**config.mk**
```make
export PLATFORM = sky130hd
export DESIGN_NAME = lightgun_latch
export DESIGN_NICKNAME = d
export VERILOG_FILES = /design/src/rtl/lightgun_latch.sv
export SDC_FILE = /design/constraint.sdc
export NUM_CORES = 1
export LEC_CHECK = 0
export BUFFER_PORTS_ARGS = -buffer_cell sky130_fd_sc_hd__buf_4
export CAP_MARGIN = 20
export CORE_UTILIZATION = 50
export CTS_CLUSTER_SIZE = 12
export DETAILED_ROUTE_END_ITERATION = 8
export GPL_ROUTABILITY_DRIVEN = 0
export HOLD_SLACK_MARGIN = 0.12
export PLACE_DENSITY = 0.69
export SLEW_MARGIN = 20
export SYNTH_ARGS = -nofsm -noshare
export SYNTH_HDL_FRONTEND = slang
export SYNTH_SLANG_ARGS = --single-unit
```
**constraint.sdc**
```tcl
create_clock -name CLK -period 3.5 [get_ports CLK]
set_input_delay 0.175 -clock CLK [delete_from_list [all_inputs] [get_ports CLK]]
set_output_delay 0.175 -clock CLK [all_outputs]
set_load 0.02 [all_outputs]
```
**src/rtl/lightgun_latch.sv**
```systemverilog
// Light-gun receiver: synchronises the sensor and buttons, filters the sensor pulse and latches
// the raster position on the first valid hit of each frame. Optional IRQ port: LIGHTGUN_LATCH_IRQ_EN.

module lightgun_latch #(
  parameter int unsigned       MIN_PULSE = 4,
  parameter logic signed [9:0] H_OFFSET  = 10'sd0,
  parameter logic signed [8:0] V_OFFSET  = 9'sd0
) (
  input  logic       CLK,
  input  logic       RESET,
  input  logic       CE_PIX,
  input  logic       HDE,
  input  logic       VDE,
  input  logic       SENSOR,
  input  logic       BTN_TRIG,
  input  logic       BTN_START,
  input  logic       LATCH_EN,
  input  logic       RD_REQ,
  output logic [9:0] HCNT_LAT,
  output logic [8:0] VCNT_LAT,
  output logic       LAT_FLAG,
  output logic       RD_ACK,
  output logic       TRIG,
`ifdef LIGHTGUN_LATCH_IRQ_EN
  output logic       START,
  input  logic       IRQ_MASK,
  output logic       IRQ
`else
  output logic       START
`endif
);

  typedef enum logic [1:0] {
    S_IDLE,
    S_MEASURE,
    S_COMMIT,
    S_WAIT_LOW
  } state_t;

  localparam logic [3:0] MIN_W = 4'(MIN_PULSE);

  logic       sensor_meta, sensor_sync;
  logic       trig_meta, start_meta;
  logic [9:0] hcnt;
  logic [8:0] vcnt;
  logic       hde_q, vde_q;
  logic       vde_rise;
  logic       taken;
  state_t     state, state_nxt;
  logic [3:0] width, width_nxt, width_inc;
  logic       snap;
  logic       commit;
  logic [9:0] cand_h;
  logic [8:0] cand_v;
  logic signed [11:0] h_adj;
  logic signed [10:0] v_adj;
  logic [9:0] h_lat_nxt;
  logic [8:0] v_lat_nxt;

  // NOTE: sequential state always uses non-blocking assignments so every flop samples pre-edge values.
  always_ff @(posedge CLK) begin
    if (RESET) begin
      sensor_meta <= 1'b0;
      sensor_sync <= 1'b0;
      trig_meta   <= 1'b0;
      TRIG        <= 1'b0;
      start_meta  <= 1'b0;
      START       <= 1'b0;
    end else begin
      sensor_meta <= SENSOR;
      sensor_sync <= sensor_meta;
      trig_meta   <= BTN_TRIG;
      TRIG        <= trig_meta;
      start_meta  <= BTN_START;
      START       <= start_meta;
    end
  end

  always_ff @(posedge CLK) begin
    if (RESET) begin
      hcnt  <= '0;
      vcnt  <= '0;
      hde_q <= 1'b0;
      vde_q <= 1'b0;
    end else if (CE_PIX) begin
      hde_q <= HDE;
      vde_q <= VDE;
      if (!HDE) hcnt <= '0;
      else if (hcnt != 10'h3FF) hcnt <= hcnt + 10'd1;
      if (!VDE) vcnt <= '0;
      else if (hde_q && !HDE && vcnt != 9'h1FF) vcnt <= vcnt + 9'd1;
    end
  end

  assign vde_rise  = CE_PIX && VDE && !vde_q;
  assign width_inc = (width == 4'd15) ? width : width + 4'd1;
  assign commit    = (state == S_COMMIT) && LATCH_EN;

  // NOTE: every always_comb output gets a default first, so no path can infer a latch.
  always_comb begin
    state_nxt = state;
    width_nxt = width;
    snap      = 1'b0;
    unique case (state)
      S_IDLE:
        if (CE_PIX && sensor_sync && !taken && HDE && VDE) begin
          snap      = 1'b1;
          width_nxt = 4'd1;
          state_nxt = (MIN_W <= 4'd1) ? S_COMMIT : S_MEASURE;
        end
      S_MEASURE:
        if (CE_PIX) begin
          if (!sensor_sync) begin
            state_nxt = S_IDLE;
          end else begin
            width_nxt = width_inc;
            if (width_inc == MIN_W) state_nxt = S_COMMIT;
          end
        end
      S_COMMIT:   state_nxt = S_WAIT_LOW;
      S_WAIT_LOW: if (CE_PIX && !sensor_sync) state_nxt = S_IDLE;
      default:    state_nxt = S_IDLE;
    endcase
    if (!LATCH_EN) begin
      state_nxt = S_IDLE;
      snap      = 1'b0;
    end
  end

  always_ff @(posedge CLK) begin
    if (RESET) begin
      state  <= S_IDLE;
      width  <= '0;
      cand_h <= '0;
      cand_v <= '0;
      taken  <= 1'b0;
    end else begin
      state <= state_nxt;
      width <= width_nxt;
      if (snap) begin
        cand_h <= hcnt;
        cand_v <= vcnt;
      end
      if (commit) taken <= 1'b1;
      else if (vde_rise) taken <= 1'b0;
    end
  end

  // Offset correction in two extra bits: negative results clamp to 0, overflow saturates.
  assign h_adj     = $signed({2'b00, cand_h}) - $signed({{2{H_OFFSET[9]}}, H_OFFSET});
  assign v_adj     = $signed({2'b00, cand_v}) - $signed({{2{V_OFFSET[8]}}, V_OFFSET});
  assign h_lat_nxt = h_adj[11] ? 10'd0 : (h_adj[10] ? 10'h3FF : h_adj[9:0]);
  assign v_lat_nxt = v_adj[10] ? 9'd0 : (v_adj[9] ? 9'h1FF : v_adj[8:0]);

  always_ff @(posedge CLK) begin
    if (RESET) begin
      HCNT_LAT <= '0;
      VCNT_LAT <= '0;
      LAT_FLAG <= 1'b0;
      RD_ACK   <= 1'b0;
    end else begin
      RD_ACK <= RD_REQ;
      if (commit) begin
        HCNT_LAT <= h_lat_nxt;
        VCNT_LAT <= v_lat_nxt;
        LAT_FLAG <= 1'b1;
      end else if (RD_REQ) begin
        LAT_FLAG <= 1'b0;
      end
    end
  end

`ifdef LIGHTGUN_LATCH_IRQ_EN
  assign IRQ = commit && !IRQ_MASK;
`endif

endmodule

```
==> results.yml <==
run_status:
  status: "complete, no violations"
global_route:
  gr-total-overflow: 0
  grt_max_degree: 43
  grt_antenna_before_repair: 0
  grt_pass1_wl_um: 11500
  grt_usage: 0.205
  grt_pass1_vias: 2446
  grt_use_met3: 0.0465
  grt-busiest-layer: "met2"
  met1_usage: 0.278
  met2_usage: 0.311
layout:
  fin_nets: 416
  stdcell_count: 484
  final_area_sq_mm: 0.00381
  diodes: 0
  seq_area_sq_mm: 0.00148
  multi_input_area_sq_mm: 0.00168
  areaGrowthSynthToFinish_pct: 14.6
  nFillCells: 579
  postLayoutCoreUtil: 0.596
  final_layout_size_suffix_gt1_frac: 0.138
detailed_routing:
  via_count: 2720
  drcViolationCount: 0
  first_pass_iters: 4
  wl_um: 6600
  ant_nets: 0
  drt_iter0_markers: 187
  vias_per_cell: 5.62
  wl_per_cell_um: 13.6
clock_network:
  path_clk_slew_ns: 0.08
  cts_resized: 0
  cts_htree_levels: 3
  numClockSinks: 74
  clk-insertion-delay-late_ns: 0.35
  clockRootBuffer: "clkbuf_8"
  cts_max_path_buffers: 2
  post_cts_buffers: 0
  numCtsBuffers: 9
  cts_tree: "done"
sta:
  setup_ws_ns: 1.36
  min_period_over_period: 0.611
  tightest_slew_ns: 0.871
  skew_ns: 0.00989
  period_needed_ns: 2.14
  fmax_mhz: 468
  max_slew_margin: 0.418
  tns_ns: 0
  final-hold-violation-count: 0
  rsz0062_at_grt: "false"
  finalSetupViolations: 0
  maxSlewViolCount: 0
  hold_ws_ns: 0.145
synth:
  netlist_area_sq_mm: 0.00332
  synth-edff-count: 0
  syn_inst: 380
  synthArstFlopShare: 0
  avgSynthCellArea_sq_um: 8.74
  ys.flop_type: "dfxtp_1"
  synth_area_leader_cell: "dfxtp_1"
  yosysSeqAreaShare: 0.446
  synth-seq-cells: 74
  yosysTopAreaCellShare: 0.446
  yosys_warnings: 0
  yosysUniqueCellTypes: 59
  synth_nets: 394
  synth_area_leaders: "dfxtp_1 45%, nand2_1 9.9%, mux2i_1 7.8%"
floorplan:
  die-area_sq_mm: 0.00697
  fp.dieH_um: 83.5
  pin_count: 33
  start_util: 0.520
  die_w_um: 83.5
  rows: 29
  core-area_sq_mm: 0.00639
power_and_ir_drop:
  cellPowerDensity_mw_per_mm2: 425
  irDropWorstVdd_v: 0.000262
  p_total_mw: 1.62
  switching_share: 0.240
  p_comb_frac: 0.043
  p_seq_frac: 0.526
  leakage_nw: 1.34
  power.share.clock: 0.431
  internal_power_mw: 1.23
  switching_power_mw: 0.388
worst_setup_path:
  path_max_fanout: 9
  worstSetupEndpointType: "flop"
  crit_type: "reg2reg"
  arrival_ns: 2.42
  cp-start-kind: "flop"
  reg2regPathDepth: 7
  rrSetupSlack_ns: 1.36
  required_ns: 3.78
  r2r_start: "vcnt[0]"
  rr_endpoint: "vcnt[6]"
worst_hold_path:
  worstHoldStart: "LATCH_EN"
  holdPathStages: 3
  min-delay-path-class: "in2reg"
placed_design:
  dp.cells: 463
  place_area_sq_mm: 0.00355
  io_buffers: 32
  dp_slack_ns: 1.39
  dp_hpwl_um: 4310
run:
  max_cap_viol_count: 0
-- worst max path at each step --
stage / from / to / slack, ns / cells past startpoint
2_1_floorplan: vcnt[0] / vcnt[6] / 1.69 / 8
3_3_place_gp: vcnt[0] / vcnt[6] / 1.43 / 7
3_5_place_dp: vcnt[0] / vcnt[6] / 1.39 / 7
4_1_cts: vcnt[0] / vcnt[6] / 1.35 / 7
5_1_grt: vcnt[0] / vcnt[6] / 1.15 / 7
6_report: vcnt[0] / vcnt[6] / 1.36 / 7
-- area by class of cell --
type,count,share of cell area
Multi-Input combinational cell,268,0.440
Sequential cell,74,0.389
Timing Repair Buffer,39,0.0802
Clock buffer,10,0.0361
Tap cell,77,0.0253
Clock inverter,6,0.0191
Inverter,10,0.00986
-- critical path, cell delays in order (launching register included) --
cell,delay [ns]
dfxtp_1,0.36
ha_1,0.25
nand3_1,0.09
nor2_1,0.04
ha_1,0.18
nand4bb_1,0.42
a2111oi_2,0.52
mux2i_1,0.22
-- layer usage --
layer / routed length, um / up-vias
met5: 0 / -
met4: 118 / 0
met3: 302 / 11
met2: 2880 / 62
met1: 3300 / 1260
li1: - / 1387
-- synth_stat cells, types with 5 or more instances --
cell and n:
nand3_1 24, clkbuf_1 13, inv_1 10, a211oi_1 5
mux2i_1 26, nand3b_1 10, nand2_1 88, nor2b_1 9
a21oi_1 31, buf_2 6, a31oi_1 5, buf_1 5
dfxtp_1 74
-- sequential cells by signal (all words and copies together) (netlist names), named ones only --
register     cells
HCNT_LAT        10
LAT_FLAG         1
RD_ACK           1
START            1
TRIG             1
VCNT_LAT         9
cand_h          10
cand_v           9
hcnt            10
hde_q            1
sensor_meta      1
sensor_sync      1
start_meta       1
state            1
taken            1
trig_meta        1
vcnt             9
vde_q            1
width            4
-- cells by family after synthesis --
logic type      Yosys count  share of synthesized area
compound gates           66                      0.137
xor+xnor                  1                    0.00264
fa+ha+maj                 4                     0.0151
buf+inv                  38                     0.0520
flops                    74                      0.446
mux                      27                     0.0817
simple gates            170                      0.266
-- timing repair --
action,in CTS,in global routing
endpoints found under the hold margin,6,0
hold buffers,5,0
endpoints found under the setup margin,0,0
-- cell usage in the layout (no fill, tap or decap), drive strengths merged, types with 5 or more instances in the layout --
master / netlist / layout
buf: 15 / 34
nand3: 24 / 24
nand3b: 10 / 10
a31oi: 5 / 5
a21oi: 31 / 31
dfxtp: 74 / 74
a211oi: 5 / 5
nor2b: 9 / 9
nand2: 89 / 89
inv: 10 / 13
clkbuf: 13 / 10
mux2i: 26 / 26
dlygate4sd3: 0 / 5
-- power groups by stage --
stage | logic [mW] | registers [mW] | clock network, mW
6_report | 0.0692 | 0.852 | 0.697
5_1_grt | 0.0769 | 0.853 | 0.747
4_1_cts | 0.0694 | 0.852 | 0.705
3_5_place_dp | 0.0651 | 0.872 | 0
3_3_place_gp | 0.0644 | 0.871 | 0
2_1_floorplan | 0.0424 | 0.872 | 0
No activity file was read; power rests on OpenSTA's default activity.
